<file path="src/rtl/instr_fetch_unit_if.sv">
// Interface bundling the fetch unit's instruction-memory channel, the redirect
// input and the decode-side instruction channel.
//   master : the fetch unit (drives requests and instructions out)
//   slave  : the environment (memory, branch resolution, decode)
// Signals:
//   imem_req_valid/ready/addr : word request to instruction memory
//   imem_rsp_valid/data       : valid-only response from instruction memory
//   redirect_valid/pc         : one-cycle restart of fetch at a new PC
//   instr_valid/ready/out/pc  : fetched instruction handed to decode
interface instr_fetch_unit_if;
  logic        imem_req_valid;
  logic        imem_req_ready;
  logic [31:0] imem_req_addr;
  logic        imem_rsp_valid;
  logic [31:0] imem_rsp_data;
  logic        redirect_valid;
  logic [31:0] redirect_pc;
  logic        instr_valid;
  logic        instr_ready;
  logic [31:0] instr_out;
  logic [31:0] instr_pc;

  modport master (
    output imem_req_valid, imem_req_addr,
    input  imem_req_ready,
    input  imem_rsp_valid, imem_rsp_data,
    input  redirect_valid, redirect_pc,
    output instr_valid, instr_out, instr_pc,
    input  instr_ready
  );

  modport slave (
    input  imem_req_valid, imem_req_addr,
    output imem_req_ready,
    output imem_rsp_valid, imem_rsp_data,
    output redirect_valid, redirect_pc,
    input  instr_valid, instr_out, instr_pc,
    output instr_ready
  );
endinterface

</file>
<file path="src/rtl/instr_fetch_unit.sv">
// RV32I fetch stage. Owns the PC, issues one word request at a time to
// instruction memory, registers the returned word with its PC and holds it
// for decode until accepted. Redirects restart fetch at a word-aligned target
// and squash any wrong-path response still in flight.
// Ports:
//   clk  : clock, all state updates on the rising edge
//   rst  : synchronous active-high reset
//   bus  : instr_fetch_unit_if.master (memory, redirect and decode channels)
module instr_fetch_unit #(
  parameter logic [31:0] RESET_PC = 32'h0000_0000,
  parameter int unsigned PC_STEP  = 4
) (
  input logic               clk,
  input logic               rst,
  instr_fetch_unit_if.master bus
);

  localparam logic [31:0] NOP = 32'h0000_0013;

  typedef enum logic [1:0] {
    REQ,
    WAIT,
    HOLD
  } state_t;

  state_t      state, state_d;
  logic [31:0] pc, pc_d;
  logic        squash, squash_d;
  logic        valid, valid_d;
  logic [31:0] instr, instr_d;
  logic [31:0] ipc, ipc_d;

  logic [31:0] redirect_target;
  logic        handshake;

  assign redirect_target = {bus.redirect_pc[31:2], 2'b00};
  assign handshake       = valid & bus.instr_ready;

  // A redirect in REQ takes priority over issuing the stale-path request.
  assign bus.imem_req_valid = (state == REQ) & ~bus.redirect_valid & ~rst;
  assign bus.imem_req_addr  = pc;
  assign bus.instr_valid    = valid;
  assign bus.instr_out      = instr;
  assign bus.instr_pc       = ipc;

  always_ff @(posedge clk) begin
    if (rst) begin
      state  <= REQ;
      pc     <= RESET_PC;
      squash <= 1'b0;
      valid  <= 1'b0;
      instr  <= NOP;
      ipc    <= RESET_PC;
    end else begin
      state  <= state_d;
      pc     <= pc_d;
      squash <= squash_d;
      valid  <= valid_d;
      instr  <= instr_d;
      ipc    <= ipc_d;
    end
  end

  always_comb begin
    state_d  = state;
    pc_d     = pc;
    squash_d = squash;
    valid_d  = valid;
    instr_d  = instr;
    ipc_d    = ipc;

    unique case (state)
      REQ: begin
        if (bus.redirect_valid) begin
          pc_d = redirect_target;
        end else if (bus.imem_req_ready) begin
          state_d = WAIT;
        end
      end

      WAIT: begin
        if (bus.imem_rsp_valid) begin
          // Both a squashed response and one colliding with a redirect are
          // dropped; the PC already (or now) points at the new target.
          if (bus.redirect_valid) begin
            pc_d     = redirect_target;
            squash_d = 1'b0;
            state_d  = REQ;
          end else if (squash) begin
            squash_d = 1'b0;
            state_d  = REQ;
          end else begin
            instr_d = bus.imem_rsp_data;
            ipc_d   = pc;
            valid_d = 1'b1;
            pc_d    = pc + 32'(PC_STEP);
            state_d = HOLD;
          end
        end else if (bus.redirect_valid) begin
          // Request still outstanding: remember to discard its response.
          pc_d     = redirect_target;
          squash_d = 1'b1;
        end
      end

      HOLD: begin
        // With or without a handshake, a redirect empties the slot; if the
        // handshake coincides, decode has already taken the instruction.
        if (handshake || bus.redirect_valid) begin
          valid_d = 1'b0;
          state_d = REQ;
        end
        if (bus.redirect_valid) begin
          pc_d = redirect_target;
        end
      end

      default: begin
        state_d = REQ;
      end
    endcase
  end

endmodule

</file>
<file path="src/flat_wrapper.sv">
// flat-port wrapper written by rule: the top's interface ports become plain ports
module instr_fetch_unit_flat 
#(
  parameter logic [31:0] RESET_PC = 32'h0000_0000,
  parameter int unsigned PC_STEP  = 4
)
  (clk, rst, bus_imem_req_valid, bus_imem_req_addr, bus_imem_req_ready, bus_imem_rsp_valid, bus_imem_rsp_data, bus_redirect_valid, bus_redirect_pc, bus_instr_valid, bus_instr_out, bus_instr_pc, bus_instr_ready);
  instr_fetch_unit_if bus_i ();
  input logic clk;
  input logic rst;
  output wire logic [$bits(bus_i.imem_req_valid)-1:0] bus_imem_req_valid;
  output wire logic [$bits(bus_i.imem_req_addr)-1:0] bus_imem_req_addr;
  input wire logic [$bits(bus_i.imem_req_ready)-1:0] bus_imem_req_ready;
  input wire logic [$bits(bus_i.imem_rsp_valid)-1:0] bus_imem_rsp_valid;
  input wire logic [$bits(bus_i.imem_rsp_data)-1:0] bus_imem_rsp_data;
  input wire logic [$bits(bus_i.redirect_valid)-1:0] bus_redirect_valid;
  input wire logic [$bits(bus_i.redirect_pc)-1:0] bus_redirect_pc;
  output wire logic [$bits(bus_i.instr_valid)-1:0] bus_instr_valid;
  output wire logic [$bits(bus_i.instr_out)-1:0] bus_instr_out;
  output wire logic [$bits(bus_i.instr_pc)-1:0] bus_instr_pc;
  input wire logic [$bits(bus_i.instr_ready)-1:0] bus_instr_ready;
  assign bus_imem_req_valid = bus_i.imem_req_valid;
  assign bus_imem_req_addr = bus_i.imem_req_addr;
  assign bus_i.imem_req_ready = bus_imem_req_ready;
  assign bus_i.imem_rsp_valid = bus_imem_rsp_valid;
  assign bus_i.imem_rsp_data = bus_imem_rsp_data;
  assign bus_i.redirect_valid = bus_redirect_valid;
  assign bus_i.redirect_pc = bus_redirect_pc;
  assign bus_instr_valid = bus_i.instr_valid;
  assign bus_instr_out = bus_i.instr_out;
  assign bus_instr_pc = bus_i.instr_pc;
  assign bus_i.instr_ready = bus_instr_ready;
  instr_fetch_unit #(.RESET_PC(RESET_PC), .PC_STEP(PC_STEP)) u_core (.clk(clk), .rst(rst), .bus(bus_i));
endmodule
</file>
<file path="config.mk">
export PLATFORM = sky130hd
export DESIGN_NAME = instr_fetch_unit_flat
export DESIGN_NICKNAME = d
export VERILOG_FILES = /design/src/rtl/instr_fetch_unit_if.sv /design/src/rtl/instr_fetch_unit.sv /design/src/flat_wrapper.sv
export SDC_FILE = /design/constraint.sdc
export NUM_CORES = 1
export LEC_CHECK = 0
export CORE_MARGIN = 4
export CORE_UTILIZATION = 63
export DETAILED_ROUTE_END_ITERATION = 16
export DONT_BUFFER_PORTS = 1
export GPL_TIMING_DRIVEN = 0
export HOLD_SLACK_MARGIN = 0.1
export PLACE_DENSITY = 0.79
export SLEW_MARGIN = 20
export SYNTH_ARGS = -nofsm -noshare
export SYNTH_HDL_FRONTEND = slang
export SYNTH_SLANG_ARGS = --single-unit
</file>
<file path="constraint.sdc">
create_clock -name clk -period 2 [get_ports clk]
set_clock_uncertainty 0.05 [all_clocks]
set_input_delay 0.3 -clock clk [delete_from_list [all_inputs] [get_ports clk]]
set_output_delay 0.3 -clock clk [all_outputs]
set_load 0.03 [all_outputs]
</file>
Word-level counts from Yosys, hierarchy flattened:

Cells that the tools add are included.

* register bits: 100
* output and inout bits: 98
* logic and storage cells: 52

* muxes and demuxes: 19
* bitwise operators: 6
* equality and inequality tests: 9
* add/subtract/negate cells: 1
* reductions and logical operators: 11

Operators with widths (count)
* 32-bit two-way mux: 4
* 32-bit case mux with 2 select lines: 1
* 32-bit by 3-bit adder with 32-bit output, second input constant: 1
* 2-bit two-way mux: 6
* 2-bit != test, second input constant: 5
* 4-bit AND reduction: 2
* 1-bit two-way mux: 6
* 2-bit case mux with 3 select lines: 1
* 2-bit nonzero test: 3
* 5-bit AND reduction: 1
* 4-bit != test, second input constant: 1
* 2-bit AND reduction: 2
* 1-bit bitwise AND: 3
* 1-bit inverter: 3
* 2-bit by 1-bit == test with 1-bit output, second input constant: 1
* 2-bit == test, second input constant: 1
* 2-bit logical NOT: 1
* 2-bit by 1-bit != test with 1-bit output, second input constant: 1
* 1-bit case mux with 2 select lines: 1
* 2-bit OR reduction: 1
* 1-bit logical OR: 1

Depth between registers and ports, before layout:

* depth after elaboration: 5
* gate-level depth with buffers: 7

Worst setup path before layout:

OpenSTA, ideal clock, no wires.

* path kind: register to register
* start: reg u_core.pc[5] (netlist: u_core.bus.imem_req_addr[5])
* end: reg u_core.pc[24] (netlist: u_core.bus.imem_req_addr[24])
* arrival time: 1.798 ns
* stages on the path, launching flop included: 7
* buffers on the path: 2
* setup slack: 0.026 ns
* cells stage by stage: dfxtp_1 -> buf_2 -> nand4_2 -> buf_2 -> nor4_1 -> and4b_1 -> o211ai_1

* cells in the longest elaborated chain, start to end: 5

RTL lines
* start, declared: line instr_fetch_unit.sv:27 `logic [31:0] pc, pc_d;`
* start signal, assigned: line instr_fetch_unit.sv:56 `pc <= pc_d;`
* 32-bit by 3-bit adder with 32-bit output: line instr_fetch_unit.sv:96 `pc_d = pc + 32'(PC_STEP);`
* 32-bit two-way mux: line instr_fetch_unit.sv:89 `end else if (squash) begin`
* 32-bit two-way mux: line instr_fetch_unit.sv:85 `if (bus.redirect_valid) begin`
* 32-bit two-way mux: line instr_fetch_unit.sv:82 `if (bus.imem_rsp_valid) begin`
* 32-bit case mux with 2 select lines: line instr_fetch_unit.sv:72 `unique case (state)`

Every way passes these cells. The select of a mux whose other input is x is not followed.
A chain may end at the register's enable or synchronous reset.

Worst setup path in the final report:

* start: reg u_core.pc[4] (netlist: u_core.bus.imem_req_addr[4])
* end: reg u_core.pc[11] (netlist: u_core.bus.imem_req_addr[11])

Same word-level chain as after synthesis.

==> metrics <==
Pins Over Slew Limit 0; share of cells above drive strength 1 15.5%; fin nets roughly 730; Period minus WS final 2.00 ns; vias in the first global route 4869; drt drc 0; Reg power frac 58.6%; Longest Clk Path Bufs 2; Chip Height 93.4 µm; Yosys top cell area share 43.5%; per-cell routed wire length approximately 22 µm; worst-path maximum fanout 10; Clock Latency Late Sink around 0.37 ns; row cnt 30; Yosys warnings 0; Syn Inst Count ~600; post-synth cell types 61; Mapped Area 4600 µm²; number of synthesized flops with an enable pin 0; Starting DRT DRC Count 826; total CTS buffers 9; RSZ-0062 raised after global routing yes; CTS tree yes; Final period util between 90 and 100%; Hold Crit Class primary input to flop; 1st-pass router iterations 7; final worst slack approximately 0.0014 ns; vias 5133; Worst Path Required between 2 and 2.5 ns; Avg Cell Area, Syn 7.69 µm²; CP endpoint kind flop; post-route ant nets 0; R2R Path End u_core.bus.imem_req_addr[11]; Final Wtd Congestion 1.01; Final Hold Violating Endpoints 0; area of the multi-input gates 2500 µm²; pre-CTS worst setup slack -0.422 ns; Seq/Total Area, Yosys 43.5%; Pint around 2.7 mW; maximum VDD drop 0.601 mV; Synth Register Bits 100; global-route wire length before repair 25200 µm; # diodes 0; worst slew pin tran 0.782 ns; worst rel slew slack 47.7%; post-synth top area cell dfxtp_1; Worst-path clk slew 0.10 ns; R2R Setup Slk ~0.0014 ns; register area 2050 µm²; post-detail-place hpwl 10600 µm; count leader, synth nand2_1; Tot GR Track Use 36.9%; Post-synth ARST share 0%; Port-buffer cells 0; Sink Count 100; reg2reg path depth 5; Initial Utilization 66.2%; start of the worst register-to-register path u_core.bus.imem_req_addr[4]; die area 8730 µm²; status finished, final reports clean; global route overflow 0; critical path class flop to flop; # fillers 489; Hold EP u_core.state[1]; syn_nets ~670; Cell Pwr Density 693 nW/µm²; cell chosen for the clock root clkbuf_8; maximum clock rate approximately 0.50 GHz; PnR Total Power 3.86 mW; min-delay src bus_instr_ready; max cap viols 0; DRT Wirelength 16600 µm; Vias/cell 6.79; initial antenna violation count 0; Lkg Pwr 1.94 nW; top cells by area, synth dfxtp_1, nand2_1, a21oi_1, clkbuf_1, nor2_1; ys flop type dfxtp_1; largest net degree at the start of global routing 18; Layout area overhead 21.2%; clock share of power 31.3%; Setup Viol. Count Final 0; # IOs 168; H-tree depth 3; hold path depth 3; Core ar. 6940 µm²; Core Util, Final 80.3%; combinational fraction of design power 10.1%; reported net switching power roughly 1.2 mW; data arrival time of the worst path 2.17 ns; Startpoint Class flop; synth cell count leaders nand2_1, dfxtp_1, a21oi_1; sw frac between 30% and 40%; die span in x 93.4 µm
area by class of cell:
cell class | instances | share of cell area, %
Multi-Input combinational cell | 439 | 44.9
Clock inverter | 5 | 0.763
Clock buffer | 11 | 2.36
Tap cell | 96 | 2.16
Sequential cell | 100 | 36.8
Timing Repair Buffer | 48 | 8.26
Inverter | 11 | 0.741
Buffer | 46 | 3.97
layer usage:
metal	vias up	track usage, %	share of wire, %
met1	2333	45.4	36
met4	0	15.1	3.6
li1	2258	-	-
met5	-	0	0
met3	83	10.8	14
met2	459	60.2	46
critical path, stage by stage (launching register included):
cell and delay (ns):
dfxtp_2 0.52, nand3_4 0.21, or2_2 0.32, clkbuf_1 0.24
o41ai_1 0.36, a221oi_1 0.15
what timing repair did:
action                                  in CTS  in global routing
endpoints found under the hold margin       40                  0
buffers inserted                             5                  3
endpoints found under the setup margin      88                 87
hold buffers                                40                  0
pin swaps                                    2                  4
resized for setup                           42                 38
flip-flops by register name, indices dropped and copies added (netlist names):
name and flops:
u_core.bus.instr_pc 32, u_core.state 2, u_core.bus.instr_valid 1, u_core.bus.instr_out 32, u_core.squash 1, u_core.bus.imem_req_addr 32
worst max-delay path by stage:
| stage | start | endpoint | slack, ns | cells after the start |
|---|---|---|---|---|
| 4_1_cts | u_core.state[1] | u_core.bus.instr_pc[29] | 0.01 | 6 |
| 2_1_floorplan | u_core.bus.imem_req_addr[5] | u_core.bus.imem_req_addr[24] | 0.03 | 6 |
| 5_1_grt | u_core.state[1] | u_core.bus.instr_out[5] | -0.06 | 5 |
| 3_3_place_gp | u_core.bus.imem_req_addr[5] | u_core.bus.imem_req_addr[19] | -0.43 | 6 |
| 3_5_place_dp | u_core.bus.imem_req_addr[5] | u_core.bus.imem_req_addr[19] | -0.42 | 6 |
| 6_report | u_core.bus.imem_req_addr[4] | u_core.bus.imem_req_addr[11] | 0.001 | 5 |
stage by stage:
stage	area [µm²]	setup TNS [ns]	cells	hold slack, ns
after global placement	4720	-10.42	694	0.378
final	5570	0	756	0.110
after detailed placement	4720	-10.48	694	0.393
after CTS	5440	0	754	0.102
after global routing	5570	-0.191	756	0.119
after floorplan	4600	0	598	0.374
power by group through the flow:
stage                     registers [mW]  clock network, mW  logic, mW
after floorplan                     2.26                  0      0.219
after global placement              2.29                  0      0.285
after detailed placement            2.29                  0      0.290
after CTS                           2.25               1.20      0.358
after global routing                2.27               1.27      0.417
final                               2.26               1.21      0.389
logic make-up (layout without fill, tap and decap cells):
group / after synthesis / after routing / share of synthesized area (%)
flops: 100 / 100 / 43.5
buf+inv: 59 / 121 / 5.33
compound gates: 156 / 156 / 21.1
simple gates: 280 / 280 / 29.3
fa+ha+maj: 1 / 1 / 0.272
mux: 2 / 2 / 0.463
placed cells by master, fill, tap and decap left out, types with 3 or more instances in the layout:
cell type,netlist,routed
dfxtp_1,100,73
inv_6,0,3
nor4_4,1,4
a22o_1,3,3
dfxtp_2,0,20
clkbuf_2,0,7
a31oi_1,11,11
a211o_1,3,3
nand3_1,17,15
o31ai_1,5,5
nor4_1,16,9
inv_1,10,10
o22ai_1,3,3
or4_1,4,3
dlygate4sd3_1,0,40
buf_2,13,8
and3_1,4,4
and4_1,6,6
nand2b_1,3,3
a32oi_1,3,3
a32o_1,4,4
buf_4,0,9
nor2_1,27,26
clkbuf_1,31,22
o21ai_0,19,19
nor4_2,1,5
clkbuf_8,0,9
or2_2,4,4
a211oi_1,4,4
nand2_2,0,3
or3_1,3,3
a21oi_1,73,73
nand4_1,9,9
dfxtp_4,0,7
a22oi_1,6,6
nor3_1,12,9
nand2_1,158,155
clkbuf_4,0,5
buf_1,3,4
nor2b_1,3,3
(Power assumes the default switching activity.)
